File: src/rtl/rptr_empty.sv
// Read-domain pointer and empty/level generator for the asynchronous FIFO.
// Consumes the synchronized write Gray pointer and publishes the read Gray pointer.
module rptr_empty #(
    parameter int ADDR_WIDTH = 4,
    parameter int AE_THRESH  = 2
) (
    input  logic                  RCLK,
    input  logic                  RRST,
    input  logic                  REN,
    input  logic [ADDR_WIDTH:0]   wp2_rpt,
    output logic [ADDR_WIDTH-1:0] raddr,
    output logic [ADDR_WIDTH:0]   rpt,
    output logic                  empty,
    output logic                  almost_empty,
    output logic [ADDR_WIDTH:0]   rd_level,
    output logic                  rvalid,
    output logic                  underflow
);

    localparam int PW = ADDR_WIDTH + 1;
    localparam logic [PW-1:0] AE_LVL = PW'(AE_THRESH);

    logic [PW-1:0] rbin;
    logic [PW-1:0] rbin_next;
    logic [PW-1:0] rgray_next;
    logic [PW-1:0] wbin;
    logic [PW-1:0] level_next;
    logic          ren_ok;

    // NOTE: every signal written in always_comb gets a default first, so no latch is inferred.
    always_comb begin
        ren_ok     = REN & ~empty;
        rbin_next  = rbin + PW'(ren_ok);
        rgray_next = rbin_next ^ (rbin_next >> 1);
        wbin       = '0;
        // Bit i of the binary pointer is the XOR of all Gray bits at or above i.
        for (int i = 0; i < PW; i++) begin
            wbin[i] = ^(wp2_rpt >> i);
        end
        level_next = wbin - rbin_next;
    end

    assign raddr = rbin[ADDR_WIDTH-1:0];

    // NOTE: sequential state uses non-blocking assignments so all registers update from pre-edge values.
    always_ff @(posedge RCLK) begin
        if (RRST) begin
            rbin         <= '0;
            rpt          <= '0;
            empty        <= 1'b1;
            almost_empty <= 1'b1;
            rd_level     <= '0;
            rvalid       <= 1'b0;
            underflow    <= 1'b0;
        end else begin
            rbin         <= rbin_next;
            rpt          <= rgray_next;
            empty        <= (rgray_next == wp2_rpt);
            almost_empty <= (level_next <= AE_LVL);
            rd_level     <= level_next;
            rvalid       <= ren_ok;
            if (REN && empty) begin
                underflow <= 1'b1;
            end
        end
    end

endmodule

File: config.mk
export PLATFORM = sky130hd
export DESIGN_NAME = rptr_empty
export DESIGN_NICKNAME = d
export VERILOG_FILES = /design/src/rtl/rptr_empty.sv
export SDC_FILE = /design/constraint.sdc
export NUM_CORES = 1
export LEC_CHECK = 0
export ABC_AREA = 1
export CORE_MARGIN = 2
export CORE_UTILIZATION = 52
export CTS_CLUSTER_SIZE = 12
export DETAILED_ROUTE_END_ITERATION = 8
export PLACE_DENSITY_LB_ADDON = 0.25
export SLEW_MARGIN = 20
export SYNTH_ARGS = -nofsm -noshare
export SYNTH_HDL_FRONTEND = slang
export SYNTH_SLANG_ARGS = --single-unit
export TNS_END_PERCENT = 20
File: constraint.sdc
create_clock -name RCLK -period 5.84 [get_ports RCLK]
set_input_delay 1.752 -clock RCLK [delete_from_list [all_inputs] [get_ports RCLK]]
set_output_delay 1.752 -clock RCLK [all_outputs]
set_load 0.05 [all_outputs]
==> impl_summary.md, run 1 <==
Logic synthesis
Yosys mapped the design onto 23 distinct sky130hd cell types. The netlist area before placement is 1070 sq um. The portion of the post-synthesis area used by sequential elements is 33.6%.

When the netlist entered floorplanning its net count stood at 157. In this run, synthesis produced a sequential element count of 18. After technology mapping, the gate count stands at 144. The mean cell area of the mapped netlist is 7.46 sq um. For this run, the number of Yosys warnings is 0.

Clock network
TritonCTS built the clock tree. The H-tree depth reported by CTS is 1. The post-CTS setup buffer count is 0.

The clock passes through at most 2 buffers. Once the clock tree was built, the resizer swapped 0 gates to a different size. The cell at the root of the clock tree is sky130_fd_sc_hd__clkbuf_4. Clock-pin slew was measured on the worst setup and hold paths at 0.09 ns.

TritonCTS created 3 clock buffers. The clock latency reported for the late side of the worst-skew pair is 0.28 ns. The hold-fix buffer count after cts is 0. The clock net in this run drives a total of 18 sinks.

Min path
The endpoint of the worst hold-timing path is rvalid. The class of the worst hold path is reg2reg. The startpoint identified for the worst hold timing path is empty. Counting instances, the worst hold path has a depth of 1.

Route
The final route contains 956 vias. The average vias per placed instance is 4.83. The number of nets still failing antenna checks after routing is 0. After detailed routing, the average wire length per cell comes to 10.7 microns. The count of routing violations after the opening detailed-route iteration is 13. The number of remaining DRC errors is 0. The first detailed-routing pass took 4 iterations. The total detailed-routing wirelength is 2110 microns.

Power
The design draws 0.000318 W. The maximum vdd ir drop is 0.170 mV. In this run the static leakage power is 0.639 nW.

The ratio of total power to cell area is 231 nW/um^2.

STA
The worst path needs 3.75 ns of the cycle, external delays included. The clock tree skew after final layout is 0.00480 ns. The number of endpoints with negative hold slack in the final report is 0. The fmax is 267 MHz.

The final clock period utilization by the worst path is 64.2%. The setup-violating endpoint count in the final report is 0. For the pin with the worst max-slew slack, the measured transition is 0.532 ns. Setup repair after global routing left no endpoint under its margin. The count of final max-slew check failures was 0. In this run the tightest slew margin relative to its limit is 64.4%.

After routing, the total negative slack on setup checks comes to 0 ns.

Global route
The first-pass GRT wire length is 3690 microns. The residual overflow from global routing is 0. The largest net degree at the start of global routing is 16.

Global routing consumed, over all layers together, 19.4% of the routing resources. The number of global-route vias before repair came to 873. The initial antenna violation count was 0.

Worst setup path
The worst reg-to-reg path cell count is 16. The data arrival time of the worst path is 3.93 ns. The origin of the critical flop-to-flop path is empty. Setup slack on the worst reg-to-reg path comes out at 3.69 ns. The element type at the critical path start is an input pin.

The kind of critical path is in2reg. The largest fanout on the critical path is 4. The data required time at the worst endpoint is 6.02 ns. The worst register-to-register path ends at almost_empty.

The capturing element type of the critical path is a flop.

Placement
At the end of routability-driven placement, the weighted congestion stood at 0.816. The wire-length estimate of the detail-placed layout is 1790 microns. During placement, the flow inserted port buffers numbering 25.

Die
The area of the placeable core is 1960 sq um. Once the floorplan was initialized, standard cells occupied 54.7% of the core. The die is 49.4 microns wide. The total number of placement rows is 16. The die covers 2440 sq um. The number of primary I/O pins is 26. Measured along the y axis, the die boundary spans 49.4 microns.

Final layout
The number of inserted filler cells in the final layout is 175. The most common cell after layout, fill and taps aside is sky130_fd_sc_hd__nand2_1. At the end of the flow the core is filled with cells to 70.2%.

The post-route netlist has 15.8% of its cells at a drive strength greater than 1. The number of antenna diodes in the final layout is 0. The final layout contains 186 nets. Leaving out fill and tap cells, the most frequent cells in the layout are sky130_fd_sc_hd__nand2_1 (38), sky130_fd_sc_hd__clkdlybuf4s50_1 (25), sky130_fd_sc_hd__nor2_1 (18), sky130_fd_sc_hd__dfxtp_1 (18), sky130_fd_sc_hd__inv_1 (16). Relative to the synthesized area, the layout overhead comes to 28.2%.

Outcome
The run finished with clean final reports.

Flow run
The total of max-cap violations is 0.
## sequential cells by signal (all words and copies together), names as in the netlist
| name | count |
|---|---|
| empty | 1 |
| rvalid | 1 |
| almost_empty | 1 |
| rbin | 4 |
| underflow | 1 |
| rpt | 5 |
| rd_level | 5 |
## cells by family after synthesis
family | Yosys count | share of synthesized area [%]
adders and majority gates | 5 | 5.83
and+or+nand+nor | 87 | 40.4
buffers and inverters | 20 | 6.99
xor gates and xnor gates | 11 | 11.4
DFF | 18 | 33.6
AOI/OAI and AO/OA | 3 | 1.75
## layout make-up
type / count / area [sq um] / area share (%)
multi-input cells: 106 / 638 / 46.4
repair buffers: 25 / 250 / 18.2
well taps: 27 / 33.8 / 2.45
flip-flops and latches: 18 / 360 / 26.2
clock buffers: 3 / 22.5 / 1.64
inverters: 19 / 71.3 / 5.18
## worst max path at each step
stage          from  cells past startpoint  slack (ns)            to
2_1_floorplan   REN                     17        2.43  almost_empty
3_3_place_gp    REN                     15        1.87  almost_empty
3_5_place_dp    REN                     15        1.79  almost_empty
4_1_cts         REN                     15        2.09  almost_empty
5_1_grt         REN                     18        1.90  almost_empty
6_report        REN                     18        2.09  almost_empty
## where the power goes
group / total [W] / switching [W] / internal (W)
Sequential: 0.000137 / 0.00000357 / 0.000133
Combinational: 0.000125 / 0.0000809 / 0.0000442
Clock: 0.0000568 / 0.0000329 / 0.0000239
Total: 0.000318 / 0.000117 / 0.000201
## critical path, stage by stage
cell and delay [ns]:
sky130_fd_sc_hd__clkdlybuf4s50_1 0.48, sky130_fd_sc_hd__inv_1 0.05, sky130_fd_sc_hd__nor2_1 0.09, sky130_fd_sc_hd__ha_1 0.22
sky130_fd_sc_hd__ha_1 0.31, sky130_fd_sc_hd__inv_1 0.16, sky130_fd_sc_hd__nand2_4 0.08, sky130_fd_sc_hd__nand2_1 0.06
sky130_fd_sc_hd__inv_1 0.05, sky130_fd_sc_hd__ha_1 0.18, sky130_fd_sc_hd__inv_1 0.09, sky130_fd_sc_hd__nand2_4 0.07
sky130_fd_sc_hd__nand2_1 0.05, sky130_fd_sc_hd__nand2_1 0.05, sky130_fd_sc_hd__nor2_2 0.09, sky130_fd_sc_hd__nor2_1 0.05
sky130_fd_sc_hd__nand2_1 0.07, sky130_fd_sc_hd__nor2_1 0.03
## metrics by stage
step / setup WS (ns) / instances / cell area, sq um / hold WS (ns)
2_1_floorplan: 2.43 / 144 / 1070 / 0.720
6_report: 2.09 / 198 / 1380 / 0.482
4_1_cts: 2.09 / 198 / 1380 / 0.489
3_3_place_gp: 1.87 / 195 / 1350 / 0.457
5_1_grt: 1.90 / 198 / 1380 / 0.509
3_5_place_dp: 1.79 / 195 / 1350 / 0.473
## synthesized netlist by cell type
cell type | number | area share, %
sky130_fd_sc_hd__xnor2_1 | 3 | 2.4
sky130_fd_sc_hd__nor2_2 | 2 | 1.2
sky130_fd_sc_hd__nor2_4 | 1 | 1.0
sky130_fd_sc_hd__ha_1 | 5 | 5.8
sky130_fd_sc_hd__xor2_1 | 6 | 4.9
sky130_fd_sc_hd__nand3_2 | 2 | 1.9
sky130_fd_sc_hd__dfxtp_1 | 18 | 34
sky130_fd_sc_hd__nand2_2 | 9 | 5.2
sky130_fd_sc_hd__nor2_1 | 18 | 6.3
sky130_fd_sc_hd__nor3_1 | 3 | 1.4
sky130_fd_sc_hd__a21oi_2 | 1 | 0.82
sky130_fd_sc_hd__nand3_1 | 7 | 3.3
sky130_fd_sc_hd__xnor2_4 | 1 | 2.6
sky130_fd_sc_hd__xor2_2 | 1 | 1.5
sky130_fd_sc_hd__nand2_4 | 3 | 3.1
sky130_fd_sc_hd__nand3b_1 | 1 | 0.70
sky130_fd_sc_hd__nand2_1 | 38 | 13
sky130_fd_sc_hd__inv_1 | 16 | 5.6
sky130_fd_sc_hd__nand3b_4 | 1 | 1.9
sky130_fd_sc_hd__nand4_1 | 2 | 1.2
sky130_fd_sc_hd__inv_2 | 3 | 1.0
sky130_fd_sc_hd__a21oi_1 | 2 | 0.93
sky130_fd_sc_hd__clkbuf_1 | 1 | 0.35
## routing by layer
metal,GRT usage [%],routed length (microns),up-vias
li1,-,-,498
met1,23.2,949,435
met2,35.6,1080,19
met3,2.15,52,4
met4,6.94,29,0
met5,0,0,-
(Power assumes the default switching activity.)
==> run 2, diff against run 1 <==
Settings changed: CORE_UTILIZATION 52 to 48.
Clock period 5.84 ns to 3.8 ns, I/O delays scaled along.
==> run 2 against run 1 <==
Against the previous run: final cell count up 1.0%; sequential share of layout area shrank 0.28 points; global-route usage is 2.5 points lower; combinational power increased by 52%; critical path depth unchanged; utilization fell by 6.0 points; flip-flop and latch count unchanged; critical path type unchanged; critical endpoint unchanged; largest power group unchanged; highest routed layer unchanged.
==> impl_summary.md, run 2 (synthesis results as in run 1) <==
Die
The initial utilization of the core area, before any placement, comes to 49.5%. The core region is 2170 sq um. The die height is 51.3 microns.

The floorplan has 17 rows. For this design the top-level I/O count stands at 26. The width of the die is 51.3 microns. The die area is 2630 sq um.

Route
The number of remaining DRC errors is 0. Detailed routing placed a total of 948 microns of wire on met2. The final routed wire length divided by cell count is 9.78 microns. The total detailed-routing wirelength is 1960 microns. The highest metal layer carrying signal wires in the routed design is met4. The routed design uses 81 microns of met3 wire. The via count is 926. The count of routing violations after the opening detailed-route iteration is 18. The number of nets still failing antenna checks after routing is 0. The first detailed-routing pass ran for 4 iterations. The routed metal-1 wire length is 896 microns. The average vias per placed instance is 4.63.

STA
The count of final max-slew check failures is 0. Final hold analysis gives a worst-case slack of 0.474 ns. Adding up every negative setup slack in the final design gives 0 ns. The fmax is 316 MHz. The measured slew at the worst slew-check pin is 0.496 ns. The shortest clock period the worst path allows after layout is 3.16 ns. Setup repair after global routing left no endpoint under its margin.

The final critical path takes up 83.2% of the cycle. Setup violations remaining at the end of the flow were counted as 0. Clock skew on the completed layout was measured at 0.00267 ns.

The number of endpoints with negative hold slack in the final report was 0. The worst slew slack as a fraction of its limit is 66.8%.

Clock network
The root buffer cell chosen for the clock tree is sky130_fd_sc_hd__clkbuf_4. Buffers inserted to repair hold after CTS numbered 0. The sink count of the clock tree is 18. The maximum count of clock buffers along a single path is 2.

The total CTS buffers is 3. Clock-pin slew was measured on the worst setup and hold paths at 0.09 ns. For the worst-skew pair, the clock arrives at the later sink with an insertion delay of 0.29 ns. Buffers added to address setup during post-CTS repair amount to 0. The number of cells upsized or downsized after cts is 0. TritonCTS built the clock tree. In this run the number of H-tree levels came out at 1.

Global route
The residual overflow from global routing is 0. The total global routing track utilization is 17.0%. The initial antenna violation count is 0.

The largest net degree at the start of global routing is 16. The first-pass GRT wire length is 3360 microns. The number of global-route vias before repair is 817.

Placement
The count of buffers inserted at the top-level ports is 25. Including well taps, the total number of placed cells is 196. The wire-length estimate of the detail-placed layout is 1650 microns. The cell area after placement is 1360 sq um. Routability-driven placement finished with a final weighted congestion of 0.811.

Power
For this design the static power due to leakage is 0.646 nW. The ratio of total power to cell area is 369 nW/um^2. The maximum vdd ir drop is 0.245 mV.

Final layout
Cells fill 64.1% of the core in the end. The post-route netlist has 16.3% of its cells at a drive strength greater than 1. The finished layout holds 200 standard cells, fillers aside. The repair_antennas step left the layout with diodes totalling 0. The most common cell after layout, fill and taps aside is sky130_fd_sc_hd__nand2_1. Compared with the post-synthesis result, the final layout area differs by 29.6%.

The largest registers in the layout are rd_level x5, rpt x5, rbin x4. The net count of the finished layout is 186. The cell area after layout is 1390 sq um. In the layout the commonest cells are sky130_fd_sc_hd__nand2_1 (38), sky130_fd_sc_hd__clkdlybuf4s50_1 (25), sky130_fd_sc_hd__nor2_1 (18), sky130_fd_sc_hd__dfxtp_1 (18), sky130_fd_sc_hd__inv_1 (16). The number of inserted filler cells in the final layout is 208.

Outcome
The flow ran to the end, and the final reports show no timing, DRC or antenna violations.

Worst setup path
The worst setup path is of the in2reg kind. The slowest stage of the critical path is the sky130_fd_sc_hd__clkdlybuf4s50_1 cell. The worst setup path is captured at a flop. Data on the critical path arrives at its endpoint at 3.35 ns. The critical path goes through clkdlybuf4s50_1, inv_1, nor2_1, ha_1, ha_1, inv_1, nand2_4, nand2_1, inv_1, ha_1, inv_1, nand2_4, nand2_1, nand2_1, nor2_2, nor2_1, nand2_1, nor2_1. The element type at the critical path start is an input pin. The largest fanout on the critical path is 4.

Data on the critical path is required at its endpoint by 3.99 ns. On the worst path, the slowest cell contributes a delay of 0.48 ns.

Min path
The path class of the tightest hold or removal check is reg2reg.

Flow run
Max-cap violations in this run came to 0.
[run 2: cell types whose count changed in the layout (fill, tap and decap cells not counted)]
cell / previous run / this run
sky130_fd_sc_hd__clkbuf_8: 0 / 1
[run 2: final cells by class]
cell class	count	area (sq um)	area share [%]
Inverter	19	71.3	5.13
Sequential cell	18	360	25.9
Multi-Input combinational cell	106	638	45.9
Clock buffer	4	36.3	2.61
Timing Repair Buffer	25	250	18.0
Tap cell	28	35.0	2.52
[run 2: routing by layer]
| metal | vias up | global-route usage, % |
|---|---|---|
| met3 | 4 | 3.51 |
| met2 | 18 | 30.3 |
| met4 | 0 | 6.58 |
| met1 | 407 | 19.7 |
| li1 | 497 | - |
| met5 | - | 0 |
[run 2: worst paths after layout]
path             start           end  slack [ns]  cells past startpoint
max                REN  almost_empty        0.64                     18
min          underflow     underflow        0.47                      2
max reg2reg      empty  almost_empty        1.64                     16
min reg2reg  underflow     underflow        0.47                      2
[run 2: stage by stage]
step	worst slack, ns	total power [W]
2_1_floorplan	0.999	0.000351
3_3_place_gp	0.415	0.000401
3_5_place_dp	0.321	0.000405
4_1_cts	0.624	0.000519
5_1_grt	0.393	0.000545
6_report	0.637	0.000514
[run 2: critical path, delay by kind of cell]
kind	cells	cell delay [ns]
buf+inv	5	0.83
fa+ha+maj	3	0.74
simple gates	10	0.64
[run 2: power breakdown]
| group | internal [W] | switching (W) |
|---|---|---|
| clock | 0.0000584 | 0.0000559 |
| sequential | 0.000204 | 0.00000520 |
| combinational | 0.0000676 | 0.000122 |
